[src/rtl/stopwatch_datapath_pkg.sv]
// Shared definitions for the stopwatch datapath: counter selector encodings,
// count range, and seven-segment patterns (active-low, bit 0 = segment a).
package stopwatch_datapath_pkg;

    localparam int CNT_W = 17;
    localparam logic [CNT_W-1:0] MAX_COUNT = 17'd9999;

    typedef enum logic [2:0] {
        CTR_TIMER_LD = 3'd0,
        CTR_UP       = 3'd1,
        CTR_DOWN     = 3'd2,
        CTR_SW_LD    = 3'd3
    } ctr_sel_e;

    localparam logic [6:0] SSEG_0     = 7'h40;
    localparam logic [6:0] SSEG_1     = 7'h79;
    localparam logic [6:0] SSEG_2     = 7'h24;
    localparam logic [6:0] SSEG_3     = 7'h30;
    localparam logic [6:0] SSEG_4     = 7'h19;
    localparam logic [6:0] SSEG_5     = 7'h12;
    localparam logic [6:0] SSEG_6     = 7'h02;
    localparam logic [6:0] SSEG_7     = 7'h78;
    localparam logic [6:0] SSEG_8     = 7'h00;
    localparam logic [6:0] SSEG_9     = 7'h10;
    localparam logic [6:0] SSEG_BLANK = 7'h7F;

    // Map one BCD digit to its segment pattern; non-decimal codes go blank.
    function automatic logic [6:0] sseg_decode(input logic [3:0] digit);
        logic [6:0] seg;
        case (digit)
            4'd0:    seg = SSEG_0;
            4'd1:    seg = SSEG_1;
            4'd2:    seg = SSEG_2;
            4'd3:    seg = SSEG_3;
            4'd4:    seg = SSEG_4;
            4'd5:    seg = SSEG_5;
            4'd6:    seg = SSEG_6;
            4'd7:    seg = SSEG_7;
            4'd8:    seg = SSEG_8;
            4'd9:    seg = SSEG_9;
            default: seg = SSEG_BLANK;
        endcase
        return seg;
    endfunction

endpackage

[src/rtl/stopwatch_datapath_sseg_mux4.sv]
// Four-digit multiplexed seven-segment driver: binary-to-BCD conversion,
// refresh divider, digit scan and registered anode/segment outputs.
module sseg_mux4
    import stopwatch_datapath_pkg::*;
#(
    parameter int REFRESH_DIV = 100_000
) (
    input  logic             clk,
    input  logic             rst_n_i,
    input  logic [CNT_W-1:0] value_i,
    input  logic             an_reset_i,
    output logic [3:0]       an_o,
    output logic [6:0]       sseg_o
);

    localparam int REF_W = (REFRESH_DIV > 1) ? $clog2(REFRESH_DIV) : 1;
    localparam logic [REF_W-1:0] REF_LAST = REF_W'(REFRESH_DIV - 1);

    logic [REF_W-1:0] ref_q, ref_d;
    logic [1:0]       idx_q, idx_d;
    logic [3:0]       an_q, an_d;
    logic [6:0]       sseg_q, sseg_d;
    logic [15:0]      bcd;
    logic [3:0]       digit;

    // Double-dabble conversion; anything above 9999 is shown as 9999.
    always_comb begin
        logic [13:0] bin;
        logic [29:0] sh;
        bin = (value_i > MAX_COUNT) ? MAX_COUNT[13:0] : value_i[13:0];
        sh  = {16'd0, bin};
        for (int i = 0; i < 14; i++) begin
            for (int d = 0; d < 4; d++) begin
                if (sh[14 + 4*d +: 4] >= 4'd5) begin
                    sh[14 + 4*d +: 4] = sh[14 + 4*d +: 4] + 4'd3;
                end
            end
            sh = sh << 1;
        end
        bcd = sh[29:14];
    end

    // Select the digit for the current scan position (index 0 = ones).
    always_comb begin
        case (idx_q)
            2'd0:    digit = bcd[3:0];
            2'd1:    digit = bcd[7:4];
            2'd2:    digit = bcd[11:8];
            default: digit = bcd[15:12];
        endcase
    end

    // Next-state for the refresh divider, scan index and display outputs.
    always_comb begin
        ref_d  = ref_q;
        idx_d  = idx_q;
        an_d   = 4'b1111;
        sseg_d = SSEG_BLANK;
        if (!an_reset_i) begin
            if (ref_q == REF_LAST) begin
                ref_d = '0;
                idx_d = idx_q + 2'd1;
            end else begin
                ref_d = ref_q + REF_W'(1);
            end
            an_d   = ~(4'b0001 << idx_q);
            sseg_d = sseg_decode(digit);
        end else begin
            ref_d = '0;
        end
    end

    // Display state registers with synchronous active-low reset.
    always_ff @(posedge clk) begin
        if (!rst_n_i) begin
            ref_q  <= '0;
            idx_q  <= 2'd0;
            an_q   <= 4'b1111;
            sseg_q <= SSEG_BLANK;
        end else begin
            ref_q  <= ref_d;
            idx_q  <= idx_d;
            an_q   <= an_d;
            sseg_q <= sseg_d;
        end
    end

    assign an_o   = an_q;
    assign sseg_o = sseg_q;

endmodule

[src/rtl/stopwatch_datapath.sv]
// Stopwatch/timer counting datapath: limit register, saturating up/down
// centisecond counter on a prescaled tick, terminal-count flag, display.
module stopwatch_datapath
    import stopwatch_datapath_pkg::*;
#(
    parameter int TICK_DIV    = 1_000_000,
    parameter int REFRESH_DIV = 100_000
) (
    input  logic             clk,
    input  logic             reset,
    input  logic             init_ld_en,
    input  logic             count_en,
    input  logic [2:0]       ctrSelect,
    input  logic [CNT_W-1:0] InitVal,
    input  logic             tcSelect,
    input  logic             anReset,
    output logic             tcLimitReached,
    output logic [3:0]       an,
    output logic [6:0]       sseg,
    output logic [CNT_W-1:0] synchInit
);

    localparam int PRE_W = (TICK_DIV > 1) ? $clog2(TICK_DIV) : 1;
    localparam logic [PRE_W-1:0] PRE_LAST = PRE_W'(TICK_DIV - 1);

    logic [CNT_W-1:0] count_q, count_d;
    logic [CNT_W-1:0] limit_q, limit_d;
    logic [PRE_W-1:0] presc_q, presc_d;
    logic             tick;

    assign tick = (presc_q == PRE_LAST);

    // Next-state for count, limit and prescaler; ctrSelect makes loads and
    // ticks mutually exclusive. Counting saturates at both ends.
    always_comb begin
        count_d = count_q;
        limit_d = limit_q;
        presc_d = presc_q;
        case (ctrSelect)
            CTR_TIMER_LD: begin
                if (init_ld_en) begin
                    limit_d = InitVal;
                    count_d = InitVal;
                    presc_d = '0;
                end
            end
            CTR_SW_LD: begin
                if (init_ld_en) begin
                    limit_d = InitVal;
                    count_d = '0;
                    presc_d = '0;
                end
            end
            CTR_UP: begin
                if (count_en) begin
                    presc_d = tick ? '0 : presc_q + PRE_W'(1);
                    if (tick && (count_q < limit_q) && (count_q < MAX_COUNT)) begin
                        count_d = count_q + CNT_W'(1);
                    end
                end
            end
            CTR_DOWN: begin
                if (count_en) begin
                    presc_d = tick ? '0 : presc_q + PRE_W'(1);
                    if (tick && (count_q != '0)) begin
                        count_d = count_q - CNT_W'(1);
                    end
                end
            end
            default: ;
        endcase
    end

    // Counter, limit and prescaler registers with synchronous active-low reset.
    always_ff @(posedge clk) begin
        if (!reset) begin
            count_q <= '0;
            limit_q <= '0;
            presc_q <= '0;
        end else begin
            count_q <= count_d;
            limit_q <= limit_d;
            presc_q <= presc_d;
        end
    end

    assign tcLimitReached = tcSelect ? (count_q == '0) : (count_q >= limit_q);
    assign synchInit      = limit_q;

    sseg_mux4 #(
        .REFRESH_DIV(REFRESH_DIV)
    ) u_sseg_mux4 (
        .clk       (clk),
        .rst_n_i   (reset),
        .value_i   (count_q),
        .an_reset_i(anReset),
        .an_o      (an),
        .sseg_o    (sseg)
    );

endmodule

[config.mk]
export PLATFORM = sky130hd
export DESIGN_NAME = stopwatch_datapath
export DESIGN_NICKNAME = d
export VERILOG_FILES = /design/src/rtl/stopwatch_datapath_pkg.sv /design/src/rtl/stopwatch_datapath_sseg_mux4.sv /design/src/rtl/stopwatch_datapath.sv
export SDC_FILE = /design/constraint.sdc
export NUM_CORES = 1
export LEC_CHECK = 0
export CAP_MARGIN = 40
export CORE_MARGIN = 3
export CORE_UTILIZATION = 31
export CTS_CLUSTER_DIAMETER = 50
export DETAILED_ROUTE_END_ITERATION = 16
export GPL_TIMING_DRIVEN = 0
export SLEW_MARGIN = 10
export SYNTH_ARGS = -nofsm -noshare
export SYNTH_HDL_FRONTEND = slang
export SYNTH_SLANG_ARGS = --single-unit
[constraint.sdc]
create_clock -name clk -period 15.1 [get_ports clk]
set_clock_uncertainty 0.05 [all_clocks]
set_input_delay 1.51 -clock clk [delete_from_list [all_inputs] [get_ports clk]]
set_output_delay 1.51 -clock clk [all_outputs]
set_load 0.1 [all_outputs]
# After elaboration in Yosys (flattened, before gate mapping)
# Memory sizes are Yosys's and may differ from the RTL's. A register that Yosys moved wholly into a read port is not among the register bits.
# Index checks and enable logic that the tools add are counted.
[word_totals]
reg_bits = 77
romBits = 112
output_inout_bits = 29
memories = 1
[classes]
addsub = 51
magnitude_cmp = 50
n_eq_ne = 15
shift = 1
muxes = 60
bitwise = 3
n_reduce_logical = 17
[mem_list]
columns = ["memory", "words", "width", "read_ports", "rd_clocked_by_memory_dff", "write_ports", "line", "text"]
rows = [
  ["(name not given)", 16, 7, 1, 1, 0, "stopwatch_datapath_pkg.sv:30", "case (digit)"],
]
[op_table]
columns = ["operator", "n"]
rows = [
  ["4-bit by 3-bit >= comparator with 1-bit output (second input constant)", 42],
  ["4-bit 2-to-1 mux", 35],
  ["4-bit by 2-bit adder with 4-bit output (second input constant)", 33],
  ["17-bit 2-to-1 mux", 6],
  ["17-bit one-hot mux with 4 select lines", 1],
  ["20-bit 2-to-1 mux", 3],
  ["20-bit one-hot mux with 2 select lines", 1],
  ["17-bit by 1-bit adder with 17-bit output (second input constant)", 2],
  ["3-bit 2-to-1 mux", 11],
  ["3-bit by 2-bit adder with 3-bit output (second input constant)", 9],
  ["20-bit by 1-bit adder with 20-bit output (second input constant)", 1],
  ["20-bit equality test (second input constant)", 1],
  ["17-bit equality test (second input constant)", 1],
  ["17-bit >= comparator", 1],
  ["17-bit by 14-bit > comparator with 1-bit output (second input constant)", 1],
  ["17-bit zero test", 1],
  ["17-bit by 14-bit less-than comparator with 1-bit output (second input constant)", 1],
  ["17-bit less-than comparator", 1],
  ["17-bit nonzero test", 1],
  ["17-bit by 1-bit subtractor with 17-bit output (second input constant)", 1],
  ["14-bit 2-to-1 mux", 1],
  ["2-bit != test (second input constant)", 6],
  ["4-bit one-hot mux with 3 select lines", 1],
  ["1-bit by 2-bit adder with 3-bit output (second input constant)", 3],
  ["other kinds (23)", 33],
]

# Logic depth before layout (Yosys ltp)
# Gate-level depths: netlist of run 1.
[logic_depth]
ltp_word = 29
ltp_mapped = 73
depth_no_buf = 71

# By module
# A second synthesis of run 1 with hierarchy kept.
[hier_totals]
hier_cells = 1215
area_unflattened_um2 = 9306.4
[by_module_without_submodules]
columns = ["mod", "n_inst", "cells_per_inst", "area_each_um2", "seq_area_each_um2"]
rows = [
  ["sseg_mux4", 1, 731, 5456.5, 600.6],
  ["stopwatch_datapath", 1, 484, 3849.9, 1081.0],
]

# Worst setup path after synthesis of run 1
# OpenSTA, ideal clock, no wires.
[synth_timing]
path_type = "register to register"
start = "register count_q[16]"
end = "register u_sseg_mux4.sseg_q[6] (netlist: u_sseg_mux4.sseg_o[6])"
setup_ns = 0.136
t_arrival_ns = 12.093
setup_slack_ns = 2.822
stages_incl_launch_ff = 70
path_buffers = 1
cell_sequence = "dfxtp_1 or3_1 nor2_1 nand2_1 ha_1 inv_1 ha_1 nor3_1 a21oi_1 o21a_2 inv_1 ha_1 nand2b_1 a211o_1 a21oi_1 nor2_1 ha_1 nor2b_1 (+34 left out) nand2b_1 a211oi_2 xnor2_1 ha_1 nand2b_1 and3_1 a311oi_1 mux2i_1 o221ai_1 nor3_1 a31oi_1 a211o_1 o41ai_1 a311o_2 ha_1 or3_1 o21ai_1 a31oi_1"
[synth_between]
elab_chain_len = 29
elab_cells_between_ends = 132
cone_classes = "43 x add/sub; 44 x order compare; 45 x mux"
[synth_rtl]
columns = ["item", "line", "text"]
rows = [
  ["start: declaration", "stopwatch_datapath.sv:26", "logic [CNT_W-1:0] count_q, count_d;"],
  ["start signal: assignment", "stopwatch_datapath.sv:81", "count_q <= count_d;"],
  ["17-bit by 14-bit > comparator with 1-bit output (*)", "stopwatch_datapath_sseg_mux4.sv:30", "bin = (value_i > MAX_COUNT) ? MAX_COUNT[13:0] : value_i[13:0];"],
  ["14-bit 2-to-1 mux (*)", "stopwatch_datapath_sseg_mux4.sv:30", ""],
  ["1-bit by 3-bit >= comparator with 1-bit output or 1-bit by 2-bit adder with 3-bit output (tied branches)", "stopwatch_datapath_sseg_mux4.sv:34, stopwatch_datapath_sseg_mux4.sv:35", ""],
  ["3-bit 2-to-1 mux", "stopwatch_datapath_sseg_mux4.sv:34", "if (sh[14 + 4*d +: 4] >= 4'd5) begin"],
  ["4-bit by 2-bit adder with 4-bit output or 4-bit by 3-bit >= comparator with 1-bit output (tied branches)", "stopwatch_datapath_sseg_mux4.sv:35, stopwatch_datapath_sseg_mux4.sv:34", ""],
  ["4-bit 2-to-1 mux", "stopwatch_datapath_sseg_mux4.sv:34", ""],
  ["4-bit by 2-bit adder with 4-bit output or 4-bit by 3-bit >= comparator with 1-bit output (tied branches)", "stopwatch_datapath_sseg_mux4.sv:35, stopwatch_datapath_sseg_mux4.sv:34", ""],
  ["4-bit 2-to-1 mux", "stopwatch_datapath_sseg_mux4.sv:34", ""],
  ["(+13 left out)", "--", ""],
  ["4-bit 2-to-1 mux or 3-bit 2-to-1 mux (tied branches)", "stopwatch_datapath_sseg_mux4.sv:34", ""],
  ["4-bit by 2-bit adder with 4-bit output (tied with other cells)", "stopwatch_datapath_sseg_mux4.sv:35", "sh[14 + 4*d +: 4] = sh[14 + 4*d +: 4] + 4'd3;"],
  ["4-bit 2-to-1 mux or 3-bit 2-to-1 mux (tied branches)", "stopwatch_datapath_sseg_mux4.sv:34", ""],
  ["4-bit by 2-bit adder with 4-bit output (tied with other cells)", "stopwatch_datapath_sseg_mux4.sv:35", ""],
  ["4-bit 2-to-1 mux or 3-bit 2-to-1 mux (tied branches)", "stopwatch_datapath_sseg_mux4.sv:34", ""],
  ["4-bit by 2-bit adder with 4-bit output (tied with other cells)", "stopwatch_datapath_sseg_mux4.sv:35", ""],
  ["4-bit 2-to-1 mux or 3-bit 2-to-1 mux (tied branches)", "stopwatch_datapath_sseg_mux4.sv:34", ""],
  ["4-bit one-hot mux with 3 select lines (*)", "stopwatch_datapath_sseg_mux4.sv:45", "case (idx_q)"],
  ["end: declaration", "stopwatch_datapath_sseg_mux4.sv:22", "logic [6:0] sseg_q, sseg_d;"],
]
# Every way passes the cells marked *; elsewhere a longest branch is shown, timed or not.
# A chain may end at the register's enable or synchronous reset.

# Final worst setup path of run 1
# Ends and elaborated chain as after synthesis.

==> results of run 1 <==
==> worst register-to-register path: cells and delay by family (launching register included) <==
family | cells | cell delay (ns)
compound gates | 25 | 5.06
simple gates | 21 | 3.63
fa+ha+maj | 12 | 2.68
buf+inv | 7 | 0.70
mux | 3 | 0.69
xor+xnor | 3 | 0.44
flops | 1 | 0.41
==> how the worst max path moves through the flow <==
stage / slack (ns) / cells past startpoint / endpoint / from
6_report: 1.31 / 71 / u_sseg_mux4.sseg_o[6] / count_q[16]
5_1_grt: 0.14 / 71 / u_sseg_mux4.sseg_o[6] / count_q[16]
4_1_cts: 0.99 / 72 / u_sseg_mux4.sseg_o[6] / count_q[12]
3_5_place_dp: 1.06 / 72 / u_sseg_mux4.sseg_o[6] / count_q[12]
3_3_place_gp: 1.22 / 72 / u_sseg_mux4.sseg_o[6] / count_q[12]
2_1_floorplan: 2.82 / 69 / u_sseg_mux4.sseg_o[6] / count_q[16]
==> area by class of cell <==
| cell class | instances | share of cell area [%] |
|---|---|---|
| timing repair buffer | 83 | 9.73 |
| inverter | 90 | 3.20 |
| multi-input combinational | 904 | 62.5 |
| tap | 378 | 4.44 |
| clock buffer | 9 | 2.11 |
| buffer | 37 | 1.47 |
| clock inverter | 7 | 0.775 |
| sequential | 84 | 15.8 |
==> through the flow <==
stage / utilization (%) / worst slack, ns
5_1_grt: 38.3 / 0.140
3_3_place_gp: 35.2 / 1.22
2_1_floorplan: - / 2.82
3_5_place_dp: 37.0 / 1.06
6_report: 38.3 / 1.31
4_1_cts: 38.1 / 0.994
==> state kept, by name (all words and copies together), names as in the netlist <==
register            flops
u_sseg_mux4.an_o        4
synchInit              17
count_q                17
presc_q                20
u_sseg_mux4.ref_q      17
u_sseg_mux4.idx_q       2
u_sseg_mux4.sseg_o      7
==> cell families after synthesis <==
logic type | after synthesis | synth area share (%)
DFF | 84 | 19.1
buffers and inverters | 127 | 5.63
adders and majority gates | 80 | 11.5
other | 1 | 0.0426
muxes | 57 | 7.35
and+or+nand+nor | 385 | 22.7
xor gates and xnor gates | 61 | 6.54
AOI/OAI and AO/OA | 318 | 27.2
==> placed cells by master (no fill, tap or decap), types with 7 or more instances in the layout <==
cell type,count
a31oi_1,7
nand2b_1,17
nand3_1,41
clkbuf_16,9
xnor2_1,42
o21bai_1,20
nor3_1,28
nor2b_1,29
a21oi_1,68
or2_2,8
a22oi_1,16
buf_8,24
ha_1,79
a211oi_1,11
o211ai_1,12
mux2_2,12
nand2_1,69
clkdlybuf4s50_1,52
dfxtp_1,84
a211o_1,7
a21o_1,17
inv_1,81
o21ai_0,32
nor4_1,8
and3_1,13
nand4_1,17
xor2_1,14
and2_1,9
or3_1,15
o211a_1,18
mux2i_1,36
nor2_1,98
o21ai_1,12
clkbuf_1,27
==> timing repair <==
item,CTS,global route
buffers inserted,0,1
endpoints found under the setup margin,0,7
gates resized for setup,0,8
==> routing by layer <==
metal  vias up  GRT usage, %  share of wire, %
met3        14          1.81               2.7
li1       4275             -                 -
met1      3765          19.9                51
met4         0          3.35               1.1
met5         -             0                 0
met2       109          24.1                45
==> results.toml, run 1 <==
[floorplan]
chipWidth_um = 174
die_h_um = 174
core_um2 = 27900
boundaryPins = 55
die-area_um2 = 30400
initial_core_util_pct = 31.6
rows = 61

[yosys]
synth_edf_count = 0
yosysMostFrequentCell = "nor2_1"
netlist.area_leader.share_pct = 19.1
ys.flop_type = "dfxtp_1"
synth.top_cells.by_area = "dfxtp_1, ha_1, xnor2_1"
synth-seq-area-share_pct = 19.1
async_flop_share_pct = 0
synth_seq_cells = 84
synth_cell_type_count = 107
syn_avg_cell_area_um2 = 7.91
syn-cell-area_um2 = 8800
netlist_instances = 1113
yosys.area.top_type = "dfxtp_1"
ys.warnings.count = 0
synthTopCellsByCount = "nor2_1, dfxtp_1, inv_1"

[drt]
viasPerCell = 5.13
wire_per_inst_um = 13.9
drt-initial-drc-count = 521
drt_first_pass_iters = 6
ant_nets = 0
finalWirelength_um = 22100
post-route-drc-count = 0
num_vias = 8163

[worst_setup_path]
reg2reg_slack_ns = 1.31
crit_fanout = 7
crit_family = "compound AO/OA/AOI/OAI gates"
slowest_stage = "or3_1"
regToRegEndpoint = "u_sseg_mux4.sseg_o[6]"
critPathRequiredTime_ns = 15.25
critPathKind = "flop to flop"
reg2regPathDepth = 71
cp-end-kind = "flop"
critPathMostFrequentCell = "ha_1"
reg2reg_from = "count_q[16]"
arrival_ns = 13.95
worst-path-buf-inv = 7
cp-start-kind = "flop"
critPathMaxStageDelay_ns = 0.49

[placement]
gp_congestion = 0.814
place_area_um2 = 10300
dp_hpwl_um = 17700
port_buffers = 52
dp_cells = 1575

[finish]
area_growth_pct = 21.1
regArea_um2 = 1680
final_cells = 1592
multi_input_area_um2 = 6660
num-fill-cells = 2854
final_nets = 1315
final_cell_area_um2 = 10700
diodes = 0
drive_above_1_share_pct = 11.8

[cts]
clock_path_buffers = 2
cts_tree = "done"
cts.sinks = 84
path_clk_slew_ns = 0.07
worstSkewPairLatency_ns = 0.34
numCtsBuffers = 9
holdBufCountCts = 0
htreeDepth = 3
cts_root_buf = "clkbuf_16"

[worst_hold_path]
worstHoldPathType = "flop to flop"
hold_path_startpoint = "u_sseg_mux4.ref_q[0]"
min_to = "u_sseg_mux4.ref_q[0]"
holdPathStages = 1

[global_routing]
antenna_found_initial = 0
grt-ovfl-total = 0
grt_pass1_wl_um = 37800
first_global_vias = 7746
grt_max_degree = 17
grt_use_total_pct = 14.4

[timing]
hold_violations = 0
slew_headroom_pct = 44.1
fin_crit_sh_pct = 91.4
setup-violations-final = 0
finalSetupTns_ns = 0
worst_pin_slew_ns = 0.838
fin_hold_ws_ns = 0.443
drv_slew = 0
rsz0062_at_grt = "false"
period_minus_slack_ns = 13.79
max_freq_ghz = 0.0725

[status]
status = "completed"

[run]
maxCapViolations = 0
Power of run 1 is not shown: default switching activity piles up to over one toggle a cycle in this logic, so the estimate is an artifact.
==> run 2, diff against run 1 <==
--- a/config.mk
+++ b/config.mk
@@ -7,5 +7,5 @@
 export LEC_CHECK = 0
 export CAP_MARGIN = 40
-export CORE_MARGIN = 3
+export CORE_MARGIN = 4
 export CORE_UTILIZATION = 31
 export CTS_CLUSTER_DIAMETER = 50
--- a/constraint.sdc
+++ b/constraint.sdc
@@ -3,3 +3,3 @@
 set_input_delay 1.51 -clock clk [delete_from_list [all_inputs] [get_ports clk]]
 set_output_delay 1.51 -clock clk [all_outputs]
-set_load 0.1 [all_outputs]
+set_load 0.02 [all_outputs]
==> results.toml, run 2 (synthesis results as in run 1) <==
[cts]
clock_path_buffers = 2
worstSkewPairLatency_ns = 0.35
holdBufCountCts = 0
cts_root_buf = "clkbuf_16"
numCtsBuffers = 9
cts_tree = "done"
path_clk_slew_ns = 0.07
cts.sinks = 84
htreeDepth = 3

[worst_setup_path]
cp-start-kind = "flop"
critPathMaxStageDelay_ns = 0.50
reg2regPathDepth = 69
regToRegEndpoint = "u_sseg_mux4.sseg_o[6]"
slowest_stage = "or3_1"
arrival_ns = 13.98
cp-end-kind = "flop"
critPathRequiredTime_ns = 15.27
crit_fanout = 7
reg2reg_from = "count_q[16]"
reg2reg_slack_ns = 1.29
critPathMostFrequentCell = "ha_1"
critPathKind = "flop to flop"

[drt]
wire_per_inst_um = 14.1
num_vias = 8092
ant_nets = 0
post-route-drc-count = 0
finalWirelength_um = 22100
drt_first_pass_iters = 5
drt-initial-drc-count = 447
viasPerCell = 5.17

[timing]
drv_slew = 0
rsz0062_at_grt = "false"
finalSetupTns_ns = 0
max_freq_ghz = 0.0724
period_minus_slack_ns = 13.81
hold_violations = 0
setup-violations-final = 0
slew_headroom_pct = 46.2
fin_crit_sh_pct = 91.5
worst_pin_slew_ns = 0.808

[floorplan]
chipWidth_um = 176
rows = 61
die-area_um2 = 31100
die_h_um = 176
boundaryPins = 55
core_um2 = 27900
initial_core_util_pct = 31.6

[finish]
multi_input_area_um2 = 6650
area_growth_pct = 15.5
largest_reg_flops = 20
final_nets = 1287
regArea_um2 = 1680
layout_common_cells = "nor2_1, dfxtp_1, inv_1"
regMostFlops = "presc_q"
drive_above_1_share_pct = 9.61
num-fill-cells = 2856
final_cells = 1565
final_common_cell = "nor2_1"

[placement]
dp_cells = 1546
gp_congestion = 0.823
port_buffers = 52
dp_hpwl_um = 17400

[run]
maxCapViolations = 0

[worst_hold_path]
min_to = "u_sseg_mux4.ref_q[0]"
worstHoldPathType = "flop to flop"
holdPathStages = 1
hold_path_startpoint = "u_sseg_mux4.ref_q[0]"

[global_routing]
grt_pass1_wl_um = 36800
grt_max_degree = 18
grt_use_total_pct = 13.9
grt-ovfl-total = 0
antenna_found_initial = 0
first_global_vias = 7488

[status]
status = "completed"
run 2: metrics by stage:
| stage | setup slack [ns] | hold slack, ns | cell area (um^2) | utilization, % |
|---|---|---|---|---|
| after floorplan | 2.82 | 0.391 | 8810 | - |
| after global placement | 1.16 | 0.417 | 9800 | 35.2 |
| after detailed placement | 1.05 | 0.439 | 9820 | 35.2 |
| after CTS | 1.01 | 0.455 | 10100 | 36.4 |
| after global routing | 0.100 | 0.475 | 10200 | 36.5 |
| final | 1.29 | 0.450 | 10200 | 36.5 |
run 2: worst max-delay path by stage:
stage	from	endpoint	slack (ns)	depth (start not counted)
global placement	count_q[16]	u_sseg_mux4.sseg_o[6]	1.16	71
CTS	count_q[12]	u_sseg_mux4.sseg_o[6]	1.01	72
floorplan	count_q[16]	u_sseg_mux4.sseg_o[6]	2.82	69
finish	count_q[16]	u_sseg_mux4.sseg_o[6]	1.29	69
detailed placement	count_q[12]	u_sseg_mux4.sseg_o[6]	1.05	72
global route	count_q[16]	u_sseg_mux4.sseg_o[6]	0.10	71
run 2: layer usage:
metal / wire, um / up-vias / global-route usage, % / part of all wire [%]
li1: - / 4224 / - / -
met1: 11200 / 3748 / 19.1 / 51
met2: 9910 / 101 / 22.8 / 45
met3: 689 / 19 / 2.29 / 3.1
met4: 335 / 0 / 3.58 / 1.5
met5: 0 / - / 0 / 0
run 2: timing repair:
item                       in CTS  in global routing
gates resized for setup         0                  6
setup endpoints to repair       0                  6
setup buffers                   0                  2
run 2: worst max-delay path, delay by kind of cell (launching register included):
family / cells / cell delay [ns]
AOI/OAI and AO/OA: 24 / 5.05
and+or+nand+nor: 20 / 3.48
xor gates and xnor gates: 3 / 0.60
DFF: 1 / 0.40
muxes: 3 / 0.70
adders and majority gates: 12 / 2.67
buffers and inverters: 7 / 0.71
run 2: cell type report:
| type | count | area share (%) |
|---|---|---|
| Inverter | 90 | 3.36 |
| Buffer | 37 | 1.54 |
| Tap cell | 378 | 4.65 |
| Multi-Input combinational cell | 904 | 65.4 |
| Timing Repair Buffer | 55 | 5.38 |
| Clock buffer | 9 | 2.22 |
| Sequential cell | 84 | 16.5 |
| Clock inverter | 7 | 0.874 |
| Antenna cell | 1 | 0.0246 |
Power of run 2 is left out for the same reason.
